===== config.mk =====
export PLATFORM = sky130hd
export DESIGN_NAME = alu_writeback_stage
export DESIGN_NICKNAME = d
export VERILOG_FILES = /design/src/rtl/alu_pkg.sv /design/src/rtl/alu_core.sv /design/src/rtl/alu_writeback_stage.sv
export SDC_FILE = /design/constraint.sdc
export NUM_CORES = 1
export LEC_CHECK = 0
export ABC_CLOCK_PERIOD_IN_PS = 1500
export CORE_MARGIN = 5
export CORE_UTILIZATION = 34
export DETAILED_ROUTE_END_ITERATION = 8
export DONT_BUFFER_PORTS = 1
export PLACE_DENSITY_LB_ADDON = 0.08
export SYNTH_ARGS = -nofsm -noshare
export SYNTH_HDL_FRONTEND = slang
export SYNTH_HIERARCHICAL = 1
export SYNTH_SLANG_ARGS = --single-unit

===== constraint.sdc =====
create_clock -name CLK -period 1.5 [get_ports CLK]
set_input_delay 0.3 -clock CLK [delete_from_list [all_inputs] [get_ports CLK]]
set_output_delay 0.3 -clock CLK [all_outputs]
set_load 0.05 [all_outputs]

===== src/rtl/alu_pkg.sv =====
// Shared definitions for the execute/write-back slice: ALU opcodes,
// default widths and write-back select encodings.
package alu_pkg;

  localparam int DATA_W_DEF = 32;
  localparam int REG_AW_DEF = 4;

  localparam logic [3:0] ALU_ADD   = 4'b0000;
  localparam logic [3:0] ALU_SUB   = 4'b0001;
  localparam logic [3:0] ALU_AND   = 4'b0010;
  localparam logic [3:0] ALU_OR    = 4'b0011;
  localparam logic [3:0] ALU_XOR   = 4'b0100;
  localparam logic [3:0] ALU_NOR   = 4'b0101;
  localparam logic [3:0] ALU_SLL   = 4'b0110;
  localparam logic [3:0] ALU_SRL   = 4'b0111;
  localparam logic [3:0] ALU_SRA   = 4'b1000;
  localparam logic [3:0] ALU_SLT   = 4'b1001;
  localparam logic [3:0] ALU_SLTU  = 4'b1010;
  localparam logic [3:0] ALU_PASSB = 4'b1011;

  // Destination register select and write data select share the same 0/1 sense
  localparam logic SEL_AR  = 1'b0;
  localparam logic SEL_T   = 1'b1;
  localparam logic SEL_ALU = 1'b0;
  localparam logic SEL_IMM = 1'b1;

endpackage


===== src/rtl/alu_core.sv =====
// Purely combinational ALU: result and carry from two operands and a 4-bit op.
module alu_core
  import alu_pkg::*;
#(
  parameter int DATA_W = DATA_W_DEF
) (
  input  logic [DATA_W-1:0] a,
  input  logic [DATA_W-1:0] b,
  input  logic [3:0]        op,
  output logic [DATA_W-1:0] result,
  output logic              cout
);

  localparam int SH_W = $clog2(DATA_W);

  logic [DATA_W:0]    add_sum;
  logic [DATA_W:0]    sub_sum;
  logic [SH_W-1:0]    shamt;
  logic [DATA_W-1:0]  one;

  assign one     = {{(DATA_W-1){1'b0}}, 1'b1};
  assign add_sum = {1'b0, a} + {1'b0, b};
  // Subtraction as A + ~B + 1 so the carry out means "no borrow"
  assign sub_sum = {1'b0, a} + {1'b0, ~b} + {{DATA_W{1'b0}}, 1'b1};
  assign shamt   = b[SH_W-1:0];

  always_comb begin
    result = '0;
    cout   = 1'b0;
    case (op)
      ALU_ADD: begin
        result = add_sum[DATA_W-1:0];
        cout   = add_sum[DATA_W];
      end
      ALU_SUB: begin
        result = sub_sum[DATA_W-1:0];
        cout   = sub_sum[DATA_W];
      end
      ALU_AND:   result = a & b;
      ALU_OR:    result = a | b;
      ALU_XOR:   result = a ^ b;
      ALU_NOR:   result = ~(a | b);
      ALU_SLL:   result = a << shamt;
      ALU_SRL:   result = a >> shamt;
      ALU_SRA:   result = $unsigned($signed(a) >>> shamt);
      ALU_SLT:   result = ($signed(a) < $signed(b)) ? one : '0;
      ALU_SLTU:  result = (a < b) ? one : '0;
      ALU_PASSB: result = b;
      default:   result = '0;
    endcase
  end

endmodule


===== src/rtl/alu_writeback_stage.sv =====
// Execute/write-back slice: ALU, destination and data selectors, and one
// enabled register stage feeding the register file.
module alu_writeback_stage
  import alu_pkg::*;
#(
  parameter int DATA_W = DATA_W_DEF,
  parameter int REG_AW = REG_AW_DEF
) (
  input  logic              CLK,
  input  logic              RESET,
  input  logic              en,
  input  logic [DATA_W-1:0] alu_inputA,
  input  logic [DATA_W-1:0] alu_inputB,
  input  logic [3:0]        alu_control,
  input  logic [REG_AW-1:0] rd_ar,
  input  logic [REG_AW-1:0] rd_t,
  input  logic [DATA_W-1:0] imm_ext,
  input  logic              C_ART_reg,
  input  logic              C_ART_data,
  output logic [DATA_W-1:0] alu_output,
  output logic              alu_cout,
  output logic              zero,
  output logic [REG_AW-1:0] writeReg,
  output logic [DATA_W-1:0] writeData
);

  logic [DATA_W-1:0] alu_result;
  logic              alu_carry;
  logic [REG_AW-1:0] reg_sel;
  logic [DATA_W-1:0] data_sel;
  logic              result_zero;

  alu_core #(
    .DATA_W (DATA_W)
  ) u_alu_core (
    .a      (alu_inputA),
    .b      (alu_inputB),
    .op     (alu_control),
    .result (alu_result),
    .cout   (alu_carry)
  );

  assign reg_sel     = (C_ART_reg == SEL_T) ? rd_t : rd_ar;
  assign data_sel    = (C_ART_data == SEL_IMM) ? imm_ext : alu_result;
  // Zero flag follows the ALU result, not the selected write data
  assign result_zero = (alu_result == '0);

  always_ff @(posedge CLK or negedge RESET) begin
    if (!RESET) begin
      alu_output <= '0;
      alu_cout   <= 1'b0;
      zero       <= 1'b0;
      writeReg   <= '0;
      writeData  <= '0;
    end else if (en) begin
      alu_output <= alu_result;
      alu_cout   <= alu_carry;
      zero       <= result_zero;
      writeReg   <= reg_sel;
      writeData  <= data_sel;
    end
  end

endmodule


# Yosys cells after proc, flatten, opt, wreduce, memory -nomap -nowiden
# Cells that the tools add are included.
word_totals:
  reg_bits: 70
op_classes:
  add_sub_neg: 3
  n_eq_ne: 11
  n_bitwise: 5
  reduce_logical: 2
  n_shift: 3
  magnitude_cmp: 2
  muxes: 6
op_table:
  columns: ["cell", "count"]
  rows:
  - ["$pmux W32 S12", 1]
  - ["$add A32 B32 Y33", 2]
  - ["$lt A32 B32 Y1", 2]
  - ["$not A32 Y32", 2]
  - ["$add A33 B1 Y33 const B", 1]
  - ["$and A32 B32 Y32", 1]
  - ["$logic_not A32 Y1", 1]
  - ["$mux W32", 1]
  - ["$or A32 B32 Y32", 1]
  - ["$shl A32 B5 Y32", 1]
  - ["$shr A32 B5 Y32", 1]
  - ["$sshr A32 B5 Y32", 1]
  - ["$xor A32 B32 Y32", 1]
  - ["$eq A4 B3 Y1 const B", 4]
  - ["$eq A4 B4 Y1 const B", 4]
  - ["$eq A4 B2 Y1 const B", 2]
  - ["$eq A4 B1 Y1 const B", 1]
  - ["$logic_not A4 Y1", 1]
  - ["$mux W4", 1]
  - ["$mux W1", 2]
  - ["$pmux W1 S2", 1]

# Longest topological paths before layout
# Gate-level depths: netlist (run 1).
depth:
  word_depth: 5
  depth_mapped: 17

# Cells and area by module
# The synthesis (run 1) kept the hierarchy.
by_module_without_submodules:
  columns: ["mod", "instances", "area_each_um2", "cells_per_inst", "seq_area_each_um2"]
  rows:
  - ["alu_core", 1, 9185.1, 1350, 0.0]
  - ["alu_writeback_stage", 1, 2987.9, 241, 1751.7]

# Worst setup path after synthesis (run 1)
# OpenSTA, ideal clock, no wires.
synth_path:
  path_kind: "input port to flip-flop"
  from: "in alu_inputB[2]"
  to: "reg zero"
  path_buffers: 4
  path_slack_ns: -2.802
  cell_stages: 17
  setup_time_ns: 0.092
  arrival_time_ns: 4.210
  cell_sequence: "clkbuf_1 -> inv_2 -> buf_1 -> clkbuf_1 -> ha_1 -> buf_2 -> nor2b_1 -> o31a_1 -> o211ai_1 -> o32ai_1 -> o41ai_1 -> o221ai_1 -> o21ai_0 -> o2111ai_1 -> nor4_1 -> nand4_1 -> o31ai_2"
synth_via:
  elab_chain_cells: 5
  word_cells_on_any_way: 17
  classes_between: "add/sub (3); order compare (2); shift (3); mux (3); bitwise (5); reduce/logical (1)"
synth_lines:
  columns: ["element", "line", "rtl"]
  rows:
  - ["start: declaration", "alu_writeback_stage.sv:13", "input logic [DATA_W-1:0] alu_inputB,"]
  - ["$not A32 Y32", "alu_core.sv:24", "assign sub_sum = {1'b0, a} + {1'b0, ~b} + {{DATA_W{1'b0}}, 1'b1};"]
  - ["$add A32 B32 Y33", "alu_core.sv:24", null]
  - ["$add A33 B1 Y33", "alu_core.sv:24", null]
  - ["$pmux W32 S12 (*)", "alu_core.sv:30", "case (op)"]
  - ["via alu_result[22]", "alu_writeback_stage.sv:27", "logic [DATA_W-1:0] alu_result;"]
  - ["$logic_not A32 Y1 (*)", "alu_writeback_stage.sv:46", "assign result_zero = (alu_result == '0);"]
  - ["end signal: assignment", "alu_writeback_stage.sv:58", "zero <= result_zero;"]
  - ["end: declaration", "alu_writeback_stage.sv:22", "output logic zero,"]
# Mark *: on every way through the listed nets, which the timed path passes. The rest lies on a longest branch.
# A chain may end at the register's enable or synchronous reset.

# Worst setup path in the final report (run 1)
layout_path:
  from: "in alu_inputA[1]"
  to: "reg zero"
layout_via:
  elab_chain_cells: 4
  word_cells_on_any_way: 16
  classes_between: "add/sub (3); order compare (2); shift (3); mux (3); bitwise (4); reduce/logical (1)"
layout_lines:
  columns: ["element", "line", "rtl"]
  rows:
  - ["start: declaration", "alu_writeback_stage.sv:12", "input logic [DATA_W-1:0] alu_inputA,"]
  - ["$add A32 B32 Y33", "alu_core.sv:24", null]
  - ["$add A33 B1 Y33", "alu_core.sv:24", null]
  - ["$pmux W32 S12 (*)", "alu_core.sv:30", null]
  - ["via alu_result[23]", "alu_writeback_stage.sv:27", null]
  - ["$logic_not A32 Y1 (*)", "alu_writeback_stage.sv:46", null]
# Marks and branches as above.

==> results.json, run 1 <==
{
  "status": "complete, but fails checks",
  "violations": "negative hold slack, negative setup slack",
  "globalRouteTotalUtil_pct": 31.1,
  "max_stage_delay_ns": 0.41,
  "hold_viol_final": 70,
  "crit_buf_inv": 2,
  "maxSlewHeadroom_pct": 52.2,
  "maxCapViolCount": 0,
  "worstPathRequired_ns": 1.74,
  "yosysTopAreaCellShare_pct": 14.4,
  "yosysWarnings": 6,
  "grt_max_degree": 108,
  "cp_top_family": "compound AO/OA/AOI/OAI gates",
  "wl_per_cell_microns": 25.7,
  "cts_max_path_buffers": 2,
  "drc_errors": 0,
  "seq_area_frac_synth_pct": 14.4,
  "p_leak_nw": 8.28,
  "final.setup.worst_slack_ns": -1.70,
  "htreeDepth": 3,
  "end_kind": "flop",
  "clk-insertion-delay-late_ns": 0.32,
  "ys.flop_type": "dfrtp_1",
  "final_common_cell": "buf_4",
  "start_kind": "input pin",
  "cp_common_cell": "a221o_1",
  "start_util_pct": 34.3,
  "synth_top_cell_by_area": "dfrtp_1",
  "clock-sinks": 70,
  "timing.hold.ws_ns": -0.334,
  "hpwl_microns": 51500,
  "fin_crit_sh_pct": 213,
  "portBuffers": 0,
  "diodes": 0,
  "slowest_stage": "a221o_2",
  "post-route-min-period_ns": 3.20,
  "synthesis.nets": 1808,
  "antenna_found_initial": 1,
  "synth.distinct_cells": 83,
  "final-max-slew-violation-count": 0,
  "fin_area_sq_mm": 0.0184,
  "firstDrtPassIters": 8,
  "drt_iter0_drc": 1496,
  "cts-root-buf": "clkbuf_16",
  "rows": 69,
  "syn_avg_cell_area_sq_um": 7.65,
  "gp_congestion": 0.982,
  "synthesis.area_sq_mm": 0.0122,
  "cts-buffers-inserted": 9,
  "drive_above_1_share_pct": 43.4,
  "grt_pass1_wl_microns": 94500,
  "overflow": 0,
  "crit_cells": 14,
  "vias_per_cell": 5.97,
  "utilization_pct": 51.8,
  "worstMarginPinSlew_ns": 0.716,
  "fill_cells": 3517,
  "syn2layout_area_growth_pct": 51.0,
  "die_width_microns": 199,
  "final_cell_mix": "buf_4, nor2_1, a21oi_1",
  "rsz0062_at_grt": "true",
  "antenna_left": 0,
  "vias": 14900,
  "setup_viol": 66,
  "fmax_ghz": 0.313,
  "grt_pass1_vias": 14800,
  "ir_drop_mv": 0.744,
  "worstPathMaxFanout": 8,
  "cts_tree": "done",
  "crit_path_cell_trace": "inv_16 > buf_6 > ha_4 > nor2_4 > o311a_1 > o21ba_4 > a221o_2 > o31ai_4 > o21ai_2 > a221o_1 > a221o_1 > nor4_2 > nand4_1 > o31ai_2",
  "yosys_register_bits": 70,
  "holdCritPathClass": "in2async",
  "synthCells": 1591,
  "synth_edf_count": 0,
  "r2r_cells": 1,
  "die_area_sq_mm": 0.0397,
  "synthTopCellsByArea": "dfrtp_1, ha_1, mux2i_1",
  "die_h_microns": 199,
  "synthArstFlopShare_pct": 100,
  "cp.arrival_ns": 3.43,
  "placed_area_sq_mm": 0.0167,
  "num-nets-final": 2242,
  "routed_wl_microns": 64100,
  "clk_pin_slew_ns": 0.06,
  "p_per_area_mw_per_mm2": 661,
  "coreArea_sq_mm": 0.0355,
  "io_pins": 183,
  "finClkSkew_ns": 0,
  "path_class": "in2reg"
}
synth_stat cells (all sizes together) (28+ instances only):
library cell    n
o211ai         28
nand3          32
nor2          152
mux4           31
a211oi         30
nand2         136
o21ai          98
ha            102
dfrtp          70
a21oi         156
mux2           70
mux2i          87
inv            96
buf            49
clkbuf         79
through the flow:
stage | cells | setup TNS (ns) | power [mW] | worst slack (ns)
floorplan | 1591 | -84.11 | 6.65 | -2.08
global placement | 2443 | -102.37 | 9.10 | -2.26
detailed placement | 2443 | -104.24 | 9.13 | -2.41
CTS | 2483 | -70.57 | 12.0 | -1.66
global route | 2491 | -79.98 | 12.7 | -1.80
finish | 2491 | -74.58 | 12.2 | -1.70
per-layer routing:
layer | track usage (%) | part of all wire, % | vias up
met5 | 0 | 0.012 | -
met4 | 8.61 | 3.3 | 2
met3 | 4.00 | 6.6 | 98
met2 | 51.4 | 47 | 584
met1 | 42.7 | 43 | 7315
li1 | - | - | 6872
final cells by class:
cell class | instances | area [sq um] | area share (%)
clock buffer | 13 | 280 | 1.52
sequential | 70 | 1750 | 9.53
tap | 461 | 577 | 3.14
clock inverter | 3 | 40.0 | 0.218
timing repair buffer | 551 | 4440 | 24.2
multi-input combinational | 1297 | 10900 | 59.1
inverter | 96 | 429 | 2.33
worst paths after layout:
check / endpoint / slack, ns / startpoint
max: zero / -1.70 / alu_inputA[1]
min: writeData[7] / -0.33 / RESET
max reg2reg: alu_cout / 0.44 / alu_cout
min reg2reg: zero / 0.71 / zero
max in group asynchronous: writeData[26] / 1.69 / RESET
min in group CLK: writeData[0] / 0.07 / en
registers in the layout (all words and copies together), names as in the netlist:
register	cells
zero	1
writeReg	4
writeData	32
alu_output	32
alu_cout	1
cell families after synthesis:
logic type / share of synthesized area, %
AND/OR/NAND/NOR: 17.7
buffers and inverters: 7.47
adder cells (fa/ha/maj): 10.8
multiplexers: 19.4
flip-flops: 14.4
AO/OA/AOI/OAI: 30.1
XOR/XNOR: 0.144
power breakdown:
group / switching [mW] / total, mW / internal, mW
logic: 3.09 / 6.35 / 3.26
registers: 1.39 / 3.57 / 2.18
clock network: 0.778 / 2.24 / 1.46
timing repair:
action	in CTS	in global routing
cloned	0	0
setup endpoints to repair	66	66
setup buffers	30	15
pin swaps	62	33
gates resized for setup	207	49
hold endpoints to repair	70	70
Power figures use the tool's default switching activity.
==> inputs of run 2 (changes only) <==
--- a/config.mk
+++ b/config.mk
@@ -11,6 +11,7 @@
 export DETAILED_ROUTE_END_ITERATION = 8
 export DONT_BUFFER_PORTS = 1
 export PLACE_DENSITY_LB_ADDON = 0.08
+export SLEW_MARGIN = 20
 export SYNTH_ARGS = -nofsm -noshare
 export SYNTH_HDL_FRONTEND = slang
 export SYNTH_HIERARCHICAL = 1
==> results of run 2 <==
No change in the layout: final DEF, timing and power equal those of run 1.
